$ cat src/rtl/renkon_feat_loader_pkg.sv
// ============================================================================
// Module      : renkon_feat_loader_pkg
// Description : Shared widths, FSM state encoding and data helpers for the
//               renkon feature-memory loader.
// Revision    : 1.0 - initial release
// ============================================================================
`default_nettype none

package renkon_feat_loader_pkg;

    localparam int DWIDTH = 16;
    localparam int FACCUM = 10;

    typedef enum logic [1:0] {
        S_IDLE  = 2'd0,
        S_LOAD  = 2'd1,
        S_FLUSH = 2'd2,
        S_DONE  = 2'd3
    } state_t;

    // Clamp negative feature words to zero (signed, two's complement)
    function automatic logic [DWIDTH-1:0] relu(input logic [DWIDTH-1:0] d);
        return d[DWIDTH-1] ? '0 : d;
    endfunction

endpackage

`default_nettype wire

$ cat src/rtl/renkon_feat_addr_gen.sv
// ============================================================================
// Module      : renkon_feat_addr_gen
// Description : Write-address generator: latches base/length, steps on each
//               accepted word, wraps modulo the memory size, flags last word.
// Revision    : 1.0 - initial release
// ============================================================================
`default_nettype none

module renkon_feat_addr_gen
    import renkon_feat_loader_pkg::*;
(
    input  logic              clk,
    input  logic              xrst,
    input  logic              load,
    input  logic [FACCUM-1:0] base_addr,
    input  logic [FACCUM:0]   total_len,
    input  logic              inc,
    output logic [FACCUM-1:0] addr,
    output logic              last
);

    logic [FACCUM-1:0] r_base;
    logic [FACCUM:0]   r_len;
    logic [FACCUM:0]   r_cnt;

    always_ff @(posedge clk) begin
        if (!xrst) begin
            r_base <= '0;
            r_len  <= '0;
            r_cnt  <= '0;
        end else if (load) begin
            r_base <= base_addr;
            r_len  <= total_len;
            r_cnt  <= '0;
        end else if (inc) begin
            r_cnt <= r_cnt + 1'b1;
        end
    end

    // The FACCUM-bit sum wraps naturally from the top of memory back to 0
    assign addr = r_base + r_cnt[FACCUM-1:0];
    assign last = (r_cnt == (r_len - 1'b1));

endmodule

`default_nettype wire

$ cat src/rtl/renkon_feat_loader.sv
// ============================================================================
// Module      : renkon_feat_loader
// Description : Streams signed feature words into consecutive feature-memory
//               addresses and pulses done after the last write.
//               Option macro RENKON_FEAT_LOAD_RELU_EN clamps negative words
//               to zero before they are written.
// Revision    : 1.0 - initial release
// ============================================================================
`default_nettype none

module renkon_feat_loader
    import renkon_feat_loader_pkg::*;
(
    input  logic              clk,
    input  logic              xrst,
    input  logic              req,
    input  logic [FACCUM-1:0] base_addr,
    input  logic [FACCUM:0]   total_len,
    input  logic              s_valid,
    input  logic [DWIDTH-1:0] s_data,
    output logic              s_ready,
    output logic              mem_we,
    output logic [FACCUM-1:0] mem_addr,
    output logic [DWIDTH-1:0] write_data,
    output logic              busy,
    output logic              done
);

    state_t            r_state;
    state_t            w_next;
    logic              w_accept;
    logic              w_hs;
    logic              w_last;
    logic [FACCUM-1:0] w_addr;
    logic [DWIDTH-1:0] w_data;

    assign w_accept = (r_state == S_IDLE) && req;
    assign w_hs     = s_valid && s_ready;

    assign s_ready  = (r_state == S_LOAD);
    assign busy     = (r_state != S_IDLE);
    assign done     = (r_state == S_DONE);

`ifdef RENKON_FEAT_LOAD_RELU_EN
    assign w_data = relu(s_data);
`else
    assign w_data = s_data;
`endif

    renkon_feat_addr_gen u_addr_gen (
        .clk       (clk),
        .xrst      (xrst),
        .load      (w_accept),
        .base_addr (base_addr),
        .total_len (total_len),
        .inc       (w_hs),
        .addr      (w_addr),
        .last      (w_last)
    );

    always_comb begin
        w_next = r_state;
        case (r_state)
            S_IDLE:  if (req) w_next = (total_len == '0) ? S_DONE : S_LOAD;
            S_LOAD:  if (w_hs && w_last) w_next = S_FLUSH;
            S_FLUSH: w_next = S_DONE;
            S_DONE:  w_next = S_IDLE;
            default: w_next = S_IDLE;
        endcase
    end

    // Address/data hold their last value between writes; only mem_we qualifies them
    always_ff @(posedge clk) begin
        if (!xrst) begin
            r_state    <= S_IDLE;
            mem_we     <= 1'b0;
            mem_addr   <= '0;
            write_data <= '0;
        end else begin
            r_state <= w_next;
            mem_we  <= w_hs;
            if (w_hs) begin
                mem_addr   <= w_addr;
                write_data <= w_data;
            end
        end
    end

endmodule

`default_nettype wire

$ cat config.mk
export PLATFORM = sky130hd
export DESIGN_NAME = renkon_feat_loader
export DESIGN_NICKNAME = d
export VERILOG_FILES = /design/src/rtl/renkon_feat_loader_pkg.sv /design/src/rtl/renkon_feat_addr_gen.sv /design/src/rtl/renkon_feat_loader.sv
export SDC_FILE = /design/constraint.sdc
export NUM_CORES = 1
export LEC_CHECK = 0
export BUFFER_PORTS_ARGS = -buffer_cell sky130_fd_sc_hd__buf_2
export CAP_MARGIN = 15
export CORE_MARGIN = 4
export CORE_UTILIZATION = 43
export DETAILED_ROUTE_END_ITERATION = 6
export PLACE_DENSITY = 0.77
export SETUP_SLACK_MARGIN = 0.02
export SYNTH_ARGS = -nofsm -noshare
export SYNTH_HDL_FRONTEND = slang
export SYNTH_SLANG_ARGS = --single-unit
$ cat constraint.sdc
create_clock -name clk -period 2 [get_ports clk]
set_clock_uncertainty 0.05 [all_clocks]
set_input_delay 0.1 -clock clk [delete_from_list [all_inputs] [get_ports clk]]
set_output_delay 0.1 -clock clk [all_outputs]
set_load 0.1 [all_outputs]
==> impl_metrics.json, run 1 <==
{
  "status": "finished, violations left",
  "violations": "negative setup slack",
  "antennaDiodeCount": 0,
  "path_buf_inv": 2,
  "max-vdd-ir-drop_v": 0.001279,
  "grt_pass1_wl_mm": 15.12,
  "switching_share": 0.4435,
  "seq_power_share": 0.303,
  "period_needed_ns": 2.138,
  "crit_start": "u_addr_gen.r_len[1]",
  "holdWs_ns": 0.08947,
  "die_y_um": 93.62,
  "fill_cells": 542,
  "stdcell_count": 627,
  "cp_slowest_cell": "a2111oi_4",
  "h-tree-depth": 3,
  "ys_ff_latch": 61,
  "numPortBuffers": 70,
  "drt_pass1_iterations": 6,
  "hpwl_mm": 5.954,
  "p_leak_nw": 1.934,
  "coreArea_um2": 6944,
  "grt_antenna_before_repair": 0,
  "period_share": 1.069,
  "clk-insertion-delay-late_ns": 0.35,
  "worstPathMaxFanout": 6,
  "netlist_area_um2": 3152,
  "finalWeightedCongestion": 0.8397,
  "r2r_end": "r_state[1]",
  "yosys_most_used_dff": "dfxtp_1",
  "yosysWarnings": 0,
  "synth_common_cells": "nand2_1 (94), dfxtp_1 (61), a21oi_1 (49)",
  "grtUsageMet3": 0.04586,
  "wl_per_cell_um": 14.67,
  "dp.cells": 570,
  "powerDensity_nw_per_um2": 1112,
  "worstSetupEndpointType": "register",
  "cp.required_ns": 2.21,
  "max_freq_mhz": 467.8,
  "cp_cell_sequence": "inv_2 > ha_4 > nor4b_4 > and3b_1 > o21ai_2 > a2111oi_4 > buf_4 > a311oi_2 > a311oi_2",
  "fin_ws_ns": -0.1376,
  "drcViolationCount": 0,
  "place_ws_ns": -0.08522,
  "slew_headroom": 0.4569,
  "cts_tree": "done",
  "regToRegStartpoint": "u_addr_gen.r_len[1]",
  "worst_setup_path_start_kind": "register",
  "path_class": "register to register",
  "finalSetupViolations": 2,
  "rsz0062_at_grt": "yes",
  "power_frac_comb": 0.473,
  "grt_pass1_vias": 3256,
  "crit_path_end": "r_state[1]",
  "cts_buffer_depth": 2,
  "syn_inst": 398,
  "synth_edf_count": 0,
  "routed_via_density": 5.155,
  "crit_family": "compound AO/OA/AOI/OAI gates",
  "yosysTopAreaCellShare": 0.3875,
  "yosys-top-cells-area": "dfxtp_1 (39%), nand2_1 (11%), a21oi_1 (7.8%)",
  "reg2reg_slack_ns": -0.14,
  "std_cell_rows": 30,
  "initial_core_util": 0.4539,
  "dieArea_um2": 8764,
  "top_usage_layer": "met2",
  "area_delta_synth_final_pct": 42.48,
  "drv_slew": 0,
  "cp.depth": 9,
  "reg2reg_depth": 9,
  "numCtsBuffers": 9,
  "hold_viol_final": 0,
  "finalInstanceArea_um2": 4491,
  "internal_power_mw": 2.779,
  "p_sw_mw": 2.215,
  "cts_sinks": 61,
  "clk_pin_slew_ns": 0.07,
  "crit_arrival_ns": 2.35,
  "die_w_um": 93.62,
  "overflow": 0,
  "vias": 3232,
  "post_synth.cell_area_avg_um2": 7.919,
  "fin_nets": 584,
  "ys_seq_area_frac": 0.3875,
  "track_usage": 0.2168,
  "ys_types": 50,
  "critPathMaxStageDelay_ns": 0.42,
  "ios": 71,
  "root_buffer": "clkbuf_8",
  "met1_usage": 0.2643,
  "routed_wl_mm": 9.197,
  "drtAntennaViolNets": 0,
  "place_area_um2": 3776,
  "min_path_type": "input pin to register",
  "syn-num-nets": 456,
  "yosysMostFrequentCell": "nand2_1",
  "path_common_cell": "a311oi_2",
  "finalPower_mw": 4.993,
  "grt_max_degree": 38,
  "use_met2": 0.3746,
  "drive_gt1_frac": 0.3032,
  "cap_violations": 0,
  "synthArstFlopShare": 0,
  "yosysTopAreaCell": "dfxtp_1",
  "clkPwrFrac": 0.223,
  "tightestPinTransition_ns": 0.8146,
  "drtIter0Drc": 131
}
through the flow:
| step | setup TNS (ns) | utilization |
|---|---|---|
| after CTS | -0.1393 | 0.6339 |
| after floorplan | 0 | - |
| after detailed placement | -0.1793 | 0.5438 |
| final | -0.2026 | 0.6467 |
| after global routing | -0.4362 | 0.6467 |
| after global placement | -0.001679 | 0.5438 |
state kept, by name (all words and copies together), names as in the netlist:
signal	flops
write_data	16
u_addr_gen.r_cnt	11
u_addr_gen.r_len	11
mem_addr	10
u_addr_gen.r_base	10
r_state	2
mem_we	1
layout by cell type (no fill, tap or decap), types with 3 or more instances in the layout:
| cell | n |
|---|---|
| nand2_1 | 94 |
| buf_2 | 70 |
| dfxtp_1 | 53 |
| a21oi_1 | 46 |
| dlygate4sd3_1 | 37 |
| buf_4 | 31 |
| nor2_1 | 24 |
| xnor2_1 | 15 |
| xor2_1 | 12 |
| nand3_1 | 12 |
| ha_1 | 11 |
| inv_1 | 10 |
| clkbuf_8 | 10 |
| dfxtp_2 | 8 |
| inv_2 | 5 |
| o21ai_2 | 5 |
| o21ai_0 | 5 |
| or3_1 | 5 |
| nor3_1 | 4 |
| nand4_1 | 4 |
| o211ai_1 | 4 |
| and3_1 | 4 |
| nor3_2 | 3 |
| a21oi_2 | 3 |
| nor4_1 | 3 |
| ha_4 | 3 |
| clkinvlp_4 | 3 |
what timing repair did:
item,in CTS,in global routing
cloned,0,0
pin swaps,12,12
resized for setup,15,22
endpoints found under the hold margin,37,0
buffers inserted,3,1
endpoints found under the setup margin,6,13
hold buffers,37,0
how the worst min path moves through the flow:
stage,startpoint,endpoint,slack [ns],cells after the start
floorplan,total_len[1],u_addr_gen.r_len[1],0.18,2
global placement,s_data[1],write_data[1],0.29,3
detailed placement,s_data[4],write_data[4],0.30,3
CTS,xrst,mem_addr[4],0.08,2
global route,xrst,mem_addr[4],0.09,2
finish,xrst,mem_addr[4],0.09,2
metal layers:
layer,vias to the layer above,wire length [um]
met5,-,0
met4,0,193
met3,22,429
met2,89,4639
met1,1511,3935
li1,1610,-
area by class of cell:
cell class	count	area (um2)	area share
multi-input combinational	300	1918	0.4271
clock buffer	10	137.6	0.03065
sequential	61	1231	0.2742
clock inverter	6	62.56	0.01393
tap	96	120.1	0.02675
inverter	15	56.30	0.01254
timing repair buffer	139	964.7	0.2148
power groups by stage:
stage          clock network [mW]  logic (mW)  registers (mW)
2_1_floorplan                   0        1.21            1.96
3_3_place_gp                    0        2.10            1.52
3_5_place_dp                    0        2.15            1.53
4_1_cts                      1.12        2.29            1.51
5_1_grt                      1.18        2.54            1.53
6_report                     1.11        2.36            1.52
kinds of logic (layout without fill, tap and decap cells):
logic type	after synthesis	count (layout)	share of synthesized area
buffers and inverters	37	170	0.04644
flip-flops	61	61	0.3875
AND/OR/NAND/NOR	171	171	0.2525
AO/OA/AOI/OAI	85	85	0.1687
XOR/XNOR	27	27	0.07503
adder cells (fa/ha/maj)	17	17	0.06987
No activity file was read; power rests on OpenSTA's default activity.
==> inputs of run 2 (changes only) <==
--- a/config.mk
+++ b/config.mk
@@ -7,7 +7,6 @@
 export LEC_CHECK = 0
 export BUFFER_PORTS_ARGS = -buffer_cell sky130_fd_sc_hd__buf_2
 export CAP_MARGIN = 15
-export CORE_MARGIN = 4
 export CORE_UTILIZATION = 43
 export DETAILED_ROUTE_END_ITERATION = 6
 export PLACE_DENSITY = 0.77
==> run 2 against run 1 <==
  * The flow still finishes with violations (negative setup slack)
  * Clock power fell by 12%
  * Critical path type unchanged
  * Critical path depth fell by 1
  * First-iteration DRC count rose by 27%
  * Design area rose by 0.53%
  * Worst setup slack improved by 0.060 ns
  * Die area fell by 12%
  * Register-to-register slack improved by 0.06 ns
  * Non-clock buffer count rose by 3
  * Global-route usage rose by 2.2 points
  * Worst hold slack got worse by 0.0020 ns
  * Largest cell class unchanged
==> impl_metrics.json, run 2 (synthesis gave the netlist of run 1 again) <==
{
  "status": "finished, violations left",
  "violations": "negative setup slack",
  "setup_tns_ns": -0.1286,
  "drv_slew": 0,
  "antennaDiodeCount": 0,
  "grt_antenna_before_repair": 0,
  "wl_per_cell_um": 14.41,
  "seq_power_share": 0.306,
  "initial_core_util": 0.4539,
  "ios": 71,
  "tightestPinTransition_ns": 0.5059,
  "drt_pass1_iterations": 4,
  "worstPathMaxFanout": 6,
  "period_needed_ns": 2.078,
  "critPathMaxStageDelay_ns": 0.42,
  "crit_family": "compound AO/OA/AOI/OAI gates",
  "drtIter0Drc": 167,
  "overflow": 0,
  "path_class": "register to register",
  "max-vdd-ir-drop_v": 0.001149,
  "drive_gt1_frac": 0.3034,
  "finalWeightedCongestion": 0.9087,
  "cts_sinks": 61,
  "fin_nets": 587,
  "largest_reg_flops": 16,
  "numPortBuffers": 70,
  "routed_wl_mm": 9.079,
  "numCtsBuffers": 9,
  "clkPwrFrac": 0.196,
  "top_register": "write_data",
  "clk_pin_slew_ns": 0.07,
  "area_delta_synth_final_pct": 43.23,
  "finalSetupViolations": 2,
  "dieArea_um2": 7676,
  "met1_usage": 0.2744,
  "largestRegisters": "write_data (16), u_addr_gen.r_cnt (11), u_addr_gen.r_len (11)",
  "hold_viol_final": 0,
  "top_usage_layer": "met2",
  "cp_cell_sequence": "inv_2 > ha_4 > o21ba_1 > a221oi_2 > a41oi_2 > a2111oi_4 > a311oi_1 > a211oi_1",
  "crit_arrival_ns": 2.28,
  "routed_via_density": 5.252,
  "cp.required_ns": 2.20,
  "track_usage": 0.2385,
  "cts_buffer_depth": 2,
  "grt_pass1_wl_mm": 14.18,
  "cts_tree": "done",
  "coreArea_um2": 6944,
  "finalPower_mw": 4.967,
  "cp_slowest_cell": "a2111oi_4",
  "p_leak_nw": 1.944,
  "rsz0062_at_grt": "yes",
  "fin_ws_ns": -0.07782,
  "grt_max_degree": 25,
  "drcViolationCount": 0,
  "use_met2": 0.4126,
  "period_share": 1.039,
  "power_frac_comb": 0.498,
  "grtUsageMet3": 0.05278,
  "slew_headroom": 0.6651,
  "cap_violations": 0,
  "vias": 3309,
  "drtAntennaViolNets": 0,
  "p_sw_mw": 2.289,
  "h-tree-depth": 3,
  "min_path_type": "input pin to register",
  "std_cell_rows": 30,
  "clk-insertion-delay-late_ns": 0.34,
  "powerDensity_nw_per_um2": 1100,
  "internal_power_mw": 2.678,
  "die_y_um": 87.62,
  "grt_pass1_vias": 3246,
  "path_buf_inv": 1,
  "fill_cells": 554,
  "switching_share": 0.4608,
  "max_freq_mhz": 481.3,
  "final_common_cell": "nand2_1",
  "root_buffer": "clkbuf_8",
  "worst_setup_path_start_kind": "register",
  "die_w_um": 87.62,
  "mostFrequentLayoutCells": "nand2_1 (94), buf_2 (70), dfxtp_1 (54)",
  "worstSetupEndpointType": "register",
  "hpwl_mm": 5.763
}
==> run 2: stage by stage <==
step                      hold WS, ns  cells    util  instance area [um2]  setup WS [ns]
after global placement         0.2899    569  0.5427                 3769      0.0009887
after CTS                     0.07653    623  0.6267                 4352       -0.04682
after global routing          0.09372    630  0.6501                 4514        -0.1593
after floorplan                0.1784    398       -                 3186        0.01990
after detailed placement       0.2965    569  0.5427                 3769       -0.08523
final                         0.08743    630  0.6501                 4514       -0.07782
==> run 2: path summary, 6_finish.rpt <==
kind	start	to	slack (ns)	cells after the start
worst min-delay path	xrst	mem_addr[4]	0.09	2
worst max-delay path	u_addr_gen.r_len[0]	r_state[0]	-0.08	8
worst max register to register	u_addr_gen.r_len[0]	r_state[0]	-0.08	8
worst min register to register	write_data[0]	write_data[0]	0.40	2
==> run 2: worst register-to-register path, cell delays in order (launching register included) <==
cell and delay, ns:
dfxtp_2 0.34, inv_2 0.05, ha_4 0.17, o21ba_1 0.19, a221oi_2 0.30, a41oi_2 0.08
a2111oi_4 0.42, a311oi_1 0.17, a211oi_1 0.23
==> run 2: routing by layer <==
metal	share of wire	vias to the layer above
met5	0	-
met4	0.026	0
met3	0.057	27
met2	0.50	122
met1	0.42	1544
li1	-	1616
==> run 2: power groups by stage <==
| stage | sequential [mW] | clock [mW] | combinational, mW |
|---|---|---|---|
| floorplan | 1.96 | 0 | 1.21 |
| global placement | 1.52 | 0 | 2.09 |
| detailed placement | 1.53 | 0 | 2.15 |
| CTS | 1.50 | 0.994 | 2.24 |
| global route | 1.54 | 1.05 | 2.65 |
| finish | 1.52 | 0.972 | 2.47 |
==> run 2: final cells by class <==
type / count / area (um2) / area share
timing repair buffer: 142 / 983.4 / 0.2178
clock inverter: 7 / 51.30 / 0.01136
tap: 96 / 120.1 / 0.02661
sequential: 61 / 1230 / 0.2725
multi-input combinational: 300 / 1949 / 0.4318
inverter: 15 / 56.30 / 0.01247
clock buffer: 9 / 123.9 / 0.02744
==> run 2: timing repair <==
item / in CTS / in global routing
resized for setup: 12 / 24
hold buffers: 37 / 0
pin swaps: 3 / 18
buffers inserted: 1 / 7
endpoints found under the hold margin: 37 / 0
endpoints found under the setup margin: 6 / 9
==> inputs of run 3 (changes only) <==
--- a/config.mk
+++ b/config.mk
@@ -5,12 +5,14 @@
 export SDC_FILE = /design/constraint.sdc
 export NUM_CORES = 1
 export LEC_CHECK = 0
+export ABC_AREA = 1
 export BUFFER_PORTS_ARGS = -buffer_cell sky130_fd_sc_hd__buf_2
 export CAP_MARGIN = 15
 export CORE_UTILIZATION = 43
 export DETAILED_ROUTE_END_ITERATION = 6
-export PLACE_DENSITY = 0.77
+export PLACE_DENSITY = 0.75
 export SETUP_SLACK_MARGIN = 0.02
 export SYNTH_ARGS = -nofsm -noshare
 export SYNTH_HDL_FRONTEND = slang
 export SYNTH_SLANG_ARGS = --single-unit
+export TNS_END_PERCENT = 20
==> constraint.sdc (replaced) <==
create_clock -name clk -period 2.4 [get_ports clk]
set_clock_uncertainty 0.05 [all_clocks]
set_input_delay 0.12 -clock clk [delete_from_list [all_inputs] [get_ports clk]]
set_output_delay 0.12 -clock clk [all_outputs]
set_load 0.1 [all_outputs]
==> run 3 against run 2 <==
  * The run ends with negative hold slack left
  * Synthesized cell count up 9.5%
  * Die area down 1.2%
  * Largest cell class unchanged
  * Fmax down 2.8%
  * Sequential share of layout area up 3.0 points
  * Area after synthesis down 1.2%
==> impl_metrics.json, run 3 <==
{
  "fin_nets": 593,
  "die_w_um": 87.10,
  "yosysMostFrequentCell": "nor2_1",
  "yosysWarnings": 0,
  "crit_family": "adder cells",
  "finalSetupViolations": 0,
  "finalWeightedCongestion": 0.8645,
  "grt_max_degree": 44,
  "max-vdd-ir-drop_v": 0.0009180,
  "grt_pass1_vias": 2935,
  "routed_via_density": 4.838,
  "regToRegStartpoint": "u_addr_gen.r_cnt[0]",
  "finalInstanceArea_um2": 4039,
  "crit_arrival_ns": 2.34,
  "worstSetupEndpointType": "register",
  "min_path_type": "input pin to register",
  "routed_wl_mm": 7.622,
  "antennaDiodeCount": 0,
  "setup_tns_ns": 0,
  "post_synth.cell_area_avg_um2": 7.143,
  "status": "finished, violations left",
  "powerDensity_nw_per_um2": 1176,
  "synthArstFlopShare": 0,
  "yosys-top-cells-area": "dfxtp_1 (39%), nor2_1 (12%), o21ai_0 (8.7%)",
  "internal_power_mw": 2.324,
  "p_sw_mw": 2.425,
  "drv_slew": 0,
  "ios": 71,
  "coreArea_um2": 6907,
  "die_y_um": 87.10,
  "final_common_cell": "nor2_1",
  "r2r_end": "mem_addr[8]",
  "drive_gt1_frac": 0.2111,
  "holdPathStages": 3,
  "reg2reg_depth": 9,
  "grt_antenna_before_repair": 0,
  "syn_inst": 436,
  "switching_share": 0.5107,
  "dieArea_um2": 7586,
  "drtIter0Drc": 142,
  "numCtsBuffers": 9,
  "holdWs_ns": -0.009050,
  "yosysTopAreaCell": "dfxtp_1",
  "wl_per_cell_um": 11.98,
  "yosys_most_used_dff": "dfxtp_1",
  "cts_sinks": 61,
  "hpwl_mm": 5.261,
  "top_register": "write_data",
  "period_needed_ns": 2.137,
  "cp.required_ns": 2.60,
  "hp-start": "s_data[1]",
  "rsz0062_at_grt": "no",
  "grt_pass1_wl_mm": 12.90,
  "fill_cells": 658,
  "h-tree-depth": 3,
  "drtAntennaViolNets": 0,
  "cts_tree": "done",
  "drt_pass1_iterations": 4,
  "p_leak_nw": 1.899,
  "netlist_area_um2": 3114,
  "max_freq_mhz": 467.9,
  "cp_slowest_cell": "dfxtp_1",
  "area_delta_synth_final_pct": 29.69,
  "place_area_um2": 3560,
  "mostFrequentLayoutCells": "nor2_1 (97), buf_2 (70), dfxtp_1 (61)",
  "clk_pin_slew_ns": 0.08,
  "worstPathMaxFanout": 5,
  "synth_edf_count": 0,
  "overflow": 0,
  "yosysTopAreaCellShare": 0.3921,
  "cp_cell_sequence": "ha_1 > inv_1 > fa_1 > o21ai_1 > nand4_1 > o211ai_1 > xor2_1 > o21ai_0 > inv_1",
  "period_share": 0.8906,
  "regArea_um2": 1221,
  "largestRegisters": "write_data (16), u_addr_gen.r_cnt (11), u_addr_gen.r_len (11)",
  "hold_viol_final": 1,
  "holdPathEnd": "write_data[1]",
  "slew_headroom": 0.6709,
  "syn-num-nets": 494,
  "clkPwrFrac": 0.196,
  "ys_seq_area_frac": 0.3921,
  "track_usage": 0.2214,
  "worst_setup_path_start_kind": "register",
  "drcViolationCount": 0,
  "finalPower_mw": 4.749,
  "seq_power_share": 0.296,
  "largest_reg_flops": 16,
  "critPathMaxStageDelay_ns": 0.42,
  "cts_buffer_depth": 2,
  "reg2reg_slack_ns": 0.26,
  "multi_input_area_um2": 1669,
  "violations": "negative hold slack",
  "tightestPinTransition_ns": 0.4970,
  "clk-insertion-delay-late_ns": 0.35,
  "ys_types": 33,
  "vias": 3077,
  "path_buf_inv": 2,
  "ys_ff_latch": 61,
  "cap_violations": 0,
  "numPortBuffers": 70,
  "power_frac_comb": 0.508,
  "std_cell_rows": 30,
  "root_buffer": "clkbuf_8",
  "initial_core_util": 0.4509,
  "path_common_cell": "inv_1",
  "post_cts_buffers": 0,
  "path_class": "register to register",
  "synth_common_cells": "nor2_1 (97), dfxtp_1 (61), o21ai_0 (54)"
}
==> run 3: cell types whose count changed after synthesis, sizes merged, moves of 4 or more <==
cell | before | now
o21ai | 10 | 57
nor2b | 4 | 0
nor3 | 7 | 2
or3 | 5 | 0
nand2 | 95 | 56
clkbuf | 17 | 13
xnor2 | 15 | 5
nand3 | 12 | 22
inv | 15 | 43
a21oi | 49 | 30
and3 | 4 | 0
nor2 | 24 | 103
==> run 3: worst max-delay path by stage <==
| stage | start | end | slack, ns | depth (start not counted) |
|---|---|---|---|---|
| after floorplan | r_state[1] | r_state[0] | 0.29 | 14 |
| after global placement | u_addr_gen.r_cnt[0] | mem_addr[6] | 0.27 | 10 |
| after detailed placement | u_addr_gen.r_cnt[0] | mem_addr[8] | 0.19 | 9 |
| after CTS | u_addr_gen.r_cnt[0] | mem_addr[8] | 0.15 | 9 |
| after global routing | u_addr_gen.r_cnt[0] | mem_addr[6] | 0.05 | 10 |
| final | u_addr_gen.r_cnt[0] | mem_addr[8] | 0.26 | 9 |
==> run 3: power groups by stage <==
stage          registers [mW]  logic, mW  clock network [mW]
3_3_place_gp             1.42       2.33                   0
3_5_place_dp             1.43       2.36                   0
5_1_grt                  1.44       2.63               0.997
2_1_floorplan            2.17       1.21                   0
6_report                 1.41       2.41               0.930
4_1_cts                  1.41       2.40               0.948
==> run 3: routing by layer <==
metal  wire length, um  GRT usage
met2              3513     0.3686
met3               406    0.05687
met4               153    0.09240
met5                 0          0
met1              3549     0.2720
==> run 3: tightest hold or removal path: cells and delay by family <==
family,cells,cell delay (ns)
buffers and inverters,1,0.08
AND/OR/NAND/NOR,1,0.09
AO/OA/AOI/OAI,1,0.07
==> run 3: what timing repair did <==
action,CTS,global route
endpoints found under the hold margin,28,0
hold buffers,28,0
endpoints found under the setup margin,0,2
resized for setup,0,1
==> run 3: final cells by class <==
type,count,share of cell area
Multi-Input combinational cell,317,0.4133
Tap cell,96,0.02974
Clock buffer,9,0.03067
Inverter,43,0.03996
Timing Repair Buffer,103,0.1654
Clock inverter,7,0.01859
Sequential cell,61,0.3024
==> run 3: per-stage QoR <==
step | setup slack [ns] | util | hold WS [ns] | cells
2_1_floorplan | 0.2852 | - | 0.2084 | 436
3_3_place_gp | 0.2665 | 0.5154 | 0.3185 | 592
3_5_place_dp | 0.1917 | 0.5154 | 0.3259 | 592
4_1_cts | 0.1478 | 0.5848 | 0.002175 | 636
5_1_grt | 0.04770 | 0.5848 | 0.01372 | 636
6_report | 0.2626 | 0.5848 | -0.009050 | 636
==> run 3: logic make-up after synthesis <==
group,count (synthesis),share of synthesized area
flip-flops,61,0.3921
AO/OA/AOI/OAI,91,0.1535
XOR/XNOR,15,0.04218
adder cells (fa/ha/maj),17,0.07071
buffers and inverters,58,0.07272
AND/OR/NAND/NOR,194,0.2688
